`src/rtl/maj_tt_sweeper.sv`:
```
// maj_tt_sweeper: programmable majority-gate network truth-table generator with valid/ready word streaming
module maj_tt_sweeper #(
    parameter int N_IN = 7,
    parameter int N_GATES = 6,
    parameter int OUT_W = 32,
    localparam int SEL_W = $clog2(1 + N_IN + N_GATES),
    localparam int FW = SEL_W + 1,
    localparam int AW = $clog2(N_GATES + 1),
    localparam int LW = $clog2(OUT_W),
    localparam int IW = (N_IN - LW) < 1 ? 1 : N_IN - LW
) (
    input  logic              clk,
    input  logic              rst,
    input  logic              cfg_we,
    input  logic [AW-1:0]     cfg_addr,
    input  logic [3*FW-1:0]   cfg_data,
    input  logic              start,
    output logic              busy,
    output logic              done,
    output logic              out_valid,
    input  logic              out_ready,
    output logic [OUT_W-1:0]  out_data,
    output logic [IW-1:0]     out_index,
    output logic              out_last
);
    typedef enum logic [1:0] {IDLE, RUN, EMIT} state_t;
    state_t state;
    logic [3*FW-1:0] gate_cfg [N_GATES];
    logic [FW-1:0] out_cfg;
    logic [N_IN-1:0] cnt;
    logic [OUT_W-1:0] pack, pack_nxt;
    logic f;
    // gates are evaluated in order, so w bits at or above the current gate are still zero when it reads them
    function automatic logic eval_f(input logic [N_IN-1:0] x);
        logic [N_GATES-1:0] w;
        logic [2**SEL_W-1:0] s;
        logic [2:0] op;
        w = '0;
        for (int k = 0; k < N_GATES; k++) begin
            s = '0;
            s[N_IN:1] = x;
            s[N_IN+N_GATES:N_IN+1] = w;
            for (int o = 0; o < 3; o++) op[o] = s[gate_cfg[k][o*FW +: SEL_W]] ^ gate_cfg[k][o*FW+SEL_W];
            w[k] = (op[0] & op[1]) | (op[0] & op[2]) | (op[1] & op[2]);
        end
        s = '0;
        s[N_IN:1] = x;
        s[N_IN+N_GATES:N_IN+1] = w;
        return s[out_cfg[SEL_W-1:0]] ^ out_cfg[SEL_W];
    endfunction
    // network output for the current minterm merged into the word being packed
    always_comb begin
        f = eval_f(cnt);
        pack_nxt = pack;
        pack_nxt[cnt[LW-1:0]] = f;
    end
    // configuration registers, writable only while idle
    always_ff @(posedge clk) begin
        if (rst) begin
            for (int k = 0; k < N_GATES; k++) gate_cfg[k] <= '0;
            out_cfg <= '0;
        end else if (cfg_we && !busy) begin
            for (int k = 0; k < N_GATES; k++) if (cfg_addr == AW'(k)) gate_cfg[k] <= cfg_data;
            if (cfg_addr == AW'(N_GATES)) out_cfg <= cfg_data[FW-1:0];
        end
    end
    // sweep controller: one minterm per RUN cycle, one EMIT hold per word
    always_ff @(posedge clk) begin
        if (rst) begin
            state <= IDLE;
            cnt <= '0;
            pack <= '0;
            busy <= 1'b0;
            done <= 1'b0;
            out_valid <= 1'b0;
            out_data <= '0;
            out_index <= '0;
            out_last <= 1'b0;
        end else begin
            done <= 1'b0;
            case (state)
                IDLE: if (start) begin
                    state <= RUN;
                    busy <= 1'b1;
                    cnt <= '0;
                end
                RUN: begin
                    pack <= pack_nxt;
                    cnt <= cnt + 1'b1;
                    if (&cnt[LW-1:0]) begin
                        state <= EMIT;
                        out_valid <= 1'b1;
                        out_data <= pack_nxt;
                        out_index <= IW'(cnt >> LW);
                        out_last <= &cnt;
                    end
                end
                EMIT: if (out_ready) begin
                    out_valid <= 1'b0;
                    state <= out_last ? IDLE : RUN;
                    busy <= !out_last;
                    done <= out_last;
                end
                default: state <= IDLE;
            endcase
        end
    end
endmodule

```
`config.mk`:
```
export PLATFORM = sky130hd
export DESIGN_NAME = maj_tt_sweeper
export DESIGN_NICKNAME = d
export VERILOG_FILES = /design/src/rtl/maj_tt_sweeper.sv
export SDC_FILE = /design/constraint.sdc
export NUM_CORES = 1
export LEC_CHECK = 0
export ABC_AREA = 1
export BUFFER_PORTS_ARGS = -buffer_cell sky130_fd_sc_hd__buf_2
export CAP_MARGIN = 40
export CORE_MARGIN = 2
export CORE_UTILIZATION = 30
export DETAILED_ROUTE_END_ITERATION = 12
export HOLD_SLACK_MARGIN = 0.05
export PLACE_DENSITY = 0.47
export SYNTH_ARGS = -nofsm -noshare
export SYNTH_HDL_FRONTEND = slang
export SYNTH_SLANG_ARGS = --single-unit
```
`constraint.sdc`:
```
create_clock -name clk -period 9.6 [get_ports clk]
set_input_delay 0.96 -clock clk [delete_from_list [all_inputs] [get_ports clk]]
set_output_delay 0.96 -clock clk [all_outputs]
set_load 0.05 [all_outputs]
```
==> results of run 1 <==
cell type report:
type | count | share of cell area (%)
well taps | 402 | 4.592
flip-flops and latches | 173 | 39.84
inverters | 175 | 5.997
clock inverters | 3 | 0.4112
clock buffers | 29 | 4.992
multi-input cells | 928 | 40.22
repair buffers | 72 | 3.941
cell usage in the layout (no fill, tap or decap), types with 5 or more instances in the layout:
master	Yosys	routed
inv_1	171	171
nor2_1	298	297
nand4_1	9	9
edfxtp_1	90	90
nand3b_1	10	10
buf_4	10	7
a21oi_1	72	72
buf_2	8	61
clkbuf_1	32	6
o21ai_0	85	85
dfxtp_1	83	83
nand3_1	102	102
o211ai_1	12	12
clkbuf_16	0	20
nand2_1	244	244
nand3_2	34	34
o32ai_1	6	6
nor3_1	9	8
a211oi_1	8	8
ha_1	5	5
power breakdown:
part	total, mW	internal (mW)	switching (mW)	leakage [nW]
combinational	0.206	0.0616	0.144	2.94
clock	0.712	0.414	0.298	0.292
sequential	0.839	0.811	0.0286	1.60
stage by stage:
stage               std cells  total power, mW  utilization, %  setup WS (ns)
global route             1782            1.831           34.53          2.210
finish                   1782            1.757           34.53          3.173
floorplan                1332           0.9973               -          5.389
CTS                      1782            1.773           34.53          3.130
global placement         1745            1.057           32.42          2.778
detailed placement       1750            1.061           32.67          3.150
layer usage:
layer / vias to the layer above / share of wire (%)
met2: 185 / 46
met1: 4016 / 49
li1: 4419 / -
met5: - / 0
met4: 0 / 1.3
met3: 18 / 4.4
critical path: cells and delay by family (launching register included):
family                 cells  cell delay (ns)
and+or+nand+nor           52             4.67
DFF                        1             0.77
buffers and inverters      4             0.90
cells by family after synthesis:
family          count (synthesis)  share of synthesized area (%)
simple gates                  714                          32.18
compound gates                209                          12.27
fa+ha+maj                       5                         0.6449
flops                         173                          44.99
buf+inv                       231                          9.919
worst min path at each step:
| stage | from | endpoint | slack (ns) |
|---|---|---|---|
| 6_report | out_valid | out_valid | 0.46 |
| 5_1_grt | out_valid | out_valid | 0.49 |
| 4_1_cts | out_valid | out_valid | 0.46 |
| 3_5_place_dp | out_valid | out_valid | 0.46 |
| 3_3_place_gp | out_valid | out_valid | 0.46 |
| 2_1_floorplan | out_cfg[3] | out_cfg[3] | 0.50 |
flip-flops by register name, summed over array words and instances (netlist names):
| name | cells |
|---|---|
| out_cfg | 5 |
| gate_cfg | 90 |
| out_index | 2 |
| done | 1 |
| cnt | 7 |
| busy | 1 |
| out_last | 1 |
| pack | 31 |
| out_valid | 1 |
| state | 2 |
| out_data | 32 |
==> results.cfg, run 1 <==
[status]
status = completed

[placed_design]
dpl_cell_area_um2 = 10360
place_congestion = 0.8069
io_buffers = 60
hpwl_um = 19080

[final_layout]
fill_cells = 3354
final_area_um2 = 10950
final_layout_size_suffix_gt1_share_pct = 10.51
area_growth_pct = 12.91
num_antenna_cells = 0
multi_input_area_um2 = 4405
final_nets = 1395
regArea_um2 = 4364

[logic_synthesis]
syn_area_um2 = 9701
syn_avg_cell_area_um2 = 7.283
yosysMostFrequentCell = nor2_1
ys_types = 40
synth_seq_cells = 173
netlist_top_cells_count = 298 x nor2_1, 244 x nand2_1, 171 x inv_1
synth.net_count = 1360
synth_flop_cell = edfxtp_1
synth_largest_area_cell = edfxtp_1
ys.warnings.count = 0
synth-edff-count = 90
synthArstFlopShare_pct = 0
synth_top_cell_area_share_pct = 27.86
yosysSeqAreaShare_pct = 44.99
synthTopCellsByArea = edfxtp_1 28%, dfxtp_1 17%, nor2_1 12%
syn_inst = 1332

[global_route]
grt_overflow = 0
grt_pass1_wl_um = 45520
antenna_found_initial = 0
use_met2_pct = 28.44
use_met3_pct = 2.754
busiest_layer = met2
grt_usage_pct = 17.65
grt_max_degree = 73
grt_pass1_vias = 7934
use_met1_pct = 24.57

[floorplanning]
die_w_um = 183.8
die_area_um2 = 33790
core_um2 = 31720
initial_core_util_pct = 30.58
num_rows = 65
die_y_um = 183.8
io_pins = 61

[critical_path]
r2r-end = out_data[12]
crit_path_end_kind = flip-flop
arrival_ns = 6.77
crit_path_start_kind = flip-flop
cp_slowest_cell = dfxtp_1
crit_end = out_data[12]
startpoint = cnt[4]
path_max_fanout = 23
r2r_slack_ns = 3.17
crit_type = reg -> reg
r2r-start = cnt[4]
rr_worst_depth = 56
crit_top_cell = nand2_1
max_stage_delay_ns = 0.77
cp.required_ns = 9.94

[timing]
post-route-period-util_pct = 66.94
worstMarginPinSlew_ns = 0.8208
slew_violations = 0
fmax_mhz = 155.6
whs_ns = 0.4602
fin_setup_tns_ns = 0
setup_viol = 0
skew_ns = 0.01219
period_minus_slack_ns = 6.427
hold_violations = 0
rsz0062_at_grt = no
relSlewSlack_pct = 45.12

[route]
ant_nets = 0
first_pass_iters = 6
avgRoutedWirePerCell_um = 16.27
viasPerCell = 4.847
drt-initial-drc-count = 767
wirelength_um = 28990
drcViolationCount = 0
num_vias = 8638

[clock_network]
cts_setup_buffers = 0
clk_pin_slew_worst_paths_ns = 0.06
cts_root_buf = clkbuf_16
clk_latency_ns = 0.45
numClockSinks = 173
ctsHtreeMaxLevel = 4
cts_tree = done
cts_buffers = 17
cts_hold_buf = 0
postCtsResizedCells = 0
cts_buffer_depth = 2

[pwr]
leakage_nw = 4.827
ir_drop_mv = 0.1342
p_per_area_nw_per_um2 = 160.4

[worst_hold_path]
min_path_cells = 2
hp-class = reg -> reg

[run]
cap_violations = 0
Note: power is estimated with default switching activity, not from simulation.
==> inputs of run 2 (changes only) <==
clock period = 6.52 ns   (was 9.6 ns; I/O delays follow)
==> run 2 against run 1 <==
Effect of this change: setup slack lost 2.2 ns; combinational power grew 52%; fmax grew 16%; first-iteration DRC count shrank 8.7%; clock skew shrank 0.0015 ns; critical path type unchanged.
==> results.cfg, run 2 (same netlist as run 1, synthesis figures left out) <==
[clock_network]
ctsHtreeMaxLevel = 4
postCtsResizedCells = 0
cts_tree = done
cts_buffer_depth = 2
numClockSinks = 173
cts_hold_buf = 0
clk_latency_ns = 0.44
clk_pin_slew_worst_paths_ns = 0.07
cts_buffers = 17
cts_setup_buffers = 0
cts_root_buf = clkbuf_16

[critical_path]
crit_type = reg -> reg
r2r-end = out_data[17]
max_stage_delay_ns = 0.62
crit_top_cell = nand2_1
r2r_slack_ns = 0.96
r2r-start = cnt[6]
arrival_ns = 5.91
crit_path_end_kind = flip-flop
path_max_fanout = 21
rr_worst_depth = 56
cp.required_ns = 6.87
cp_slowest_cell = dfxtp_1
crit_path_start_kind = flip-flop

[worst_hold_path]
hp-start = out_valid
hold_path_end = out_valid
hp-class = reg -> reg
min_path_cells = 2

[timing]
post-route-period-util_pct = 85.31
fmax_mhz = 179.8
period_minus_slack_ns = 5.563
hold_violations = 0
worstMarginPinSlew_ns = 0.8472
fin_setup_tns_ns = 0
setup_viol = 0
rsz0062_at_grt = no
slew_violations = 0
relSlewSlack_pct = 43.52
skew_ns = 0.01066

[floorplanning]
io_pins = 61
die_y_um = 183.8
initial_core_util_pct = 30.58
die_area_um2 = 33790
num_rows = 65
core_um2 = 31720
die_w_um = 183.8

[final_layout]
area_growth_pct = 13.92
final_common_cell = nor2_1
final_cells = 1792
largest_reg_flops = 90
final_layout_size_suffix_gt1_share_pct = 11.37
fill_cells = 3417
mostFrequentLayoutCells = 297 x nor2_1, 244 x nand2_1, 171 x inv_1
largest-register = gate_cfg
fin_util_pct = 34.84
reg_top3 = gate_cfg x90, out_data x32, pack x31
num_antenna_cells = 0
final_nets = 1405

[status]
status = completed

[placed_design]
hpwl_um = 19350
place_congestion = 0.8544
io_buffers = 60
dp_cells = 1760

[route]
drt-initial-drc-count = 700
viasPerCell = 4.874
ant_nets = 0
avgRoutedWirePerCell_um = 16.14
drcViolationCount = 0
num_vias = 8734
first_pass_iters = 5
wirelength_um = 28930

[pwr]
p_per_area_nw_per_um2 = 238.3
leakage_nw = 4.888
ir_drop_mv = 0.2144

[global_route]
grt_pass1_wl_um = 45110
grt_pass1_vias = 7926
grt_max_degree = 74
grt_usage_pct = 17.58
grt_overflow = 0
antenna_found_initial = 0

[run]
cap_violations = 0
## run 2: changes by cell type in the layout (fill, tap and decap cells not counted), moves of 2 or more
cell      previous run  this run
clkbuf_2             2         0
clkinv_2             0         3
clkbuf_1             6         3
buf_4                7        19
## run 2: metrics by stage
stage	setup WS (ns)	total power, mW	hold slack [ns]	area (um2)
final	0.9575	2.633	0.4624	11050
after detailed placement	0.9774	1.566	0.4525	10430
after floorplan	2.309	1.468	0.5045	9701
after global routing	0.1863	2.756	0.4848	11050
after global placement	1.034	1.560	0.4547	10390
after CTS	0.9694	2.662	0.4630	11050
## run 2: critical path: cells and delay by family (launching register included)
kind / cells / cell delay, ns
AND/OR/NAND/NOR: 52 / 4.26
buffers and inverters: 4 / 0.56
flip-flops: 1 / 0.62
## run 2: worst max-delay path by stage
stage / start / endpoint / cells past startpoint
floorplan: cnt[0] / pack[20] / 59
global placement: cnt[6] / out_data[17] / 56
detailed placement: cnt[6] / out_data[17] / 56
CTS: cnt[6] / out_data[29] / 56
global route: cnt[6] / out_data[29] / 56
finish: cnt[6] / out_data[17] / 56
## run 2: final cells by class
cell class                 instances  area [um2]  share of cell area [%]
timing repair buffer              82       495.5                   4.484
clock buffer                      24       525.5                   4.755
sequential                       173        4364                   39.49
inverter                         175       656.9                   5.944
clock inverter                     8       100.1                  0.9058
multi-input combinational        928        4405                   39.87
tap                              402       503.0                   4.552
## run 2: power breakdown
part | switching [mW] | internal [mW] | total (mW)
Sequential | 0.0367 | 1.19 | 1.23
Combinational | 0.218 | 0.0943 | 0.313
Clock | 0.446 | 0.644 | 1.09
## run 2: metal layers
layer	GRT usage (%)	routed length [um]
met1	24.77	14050
met3	3.071	1381
met4	5.792	597
met5	0	0
met2	27.23	12900
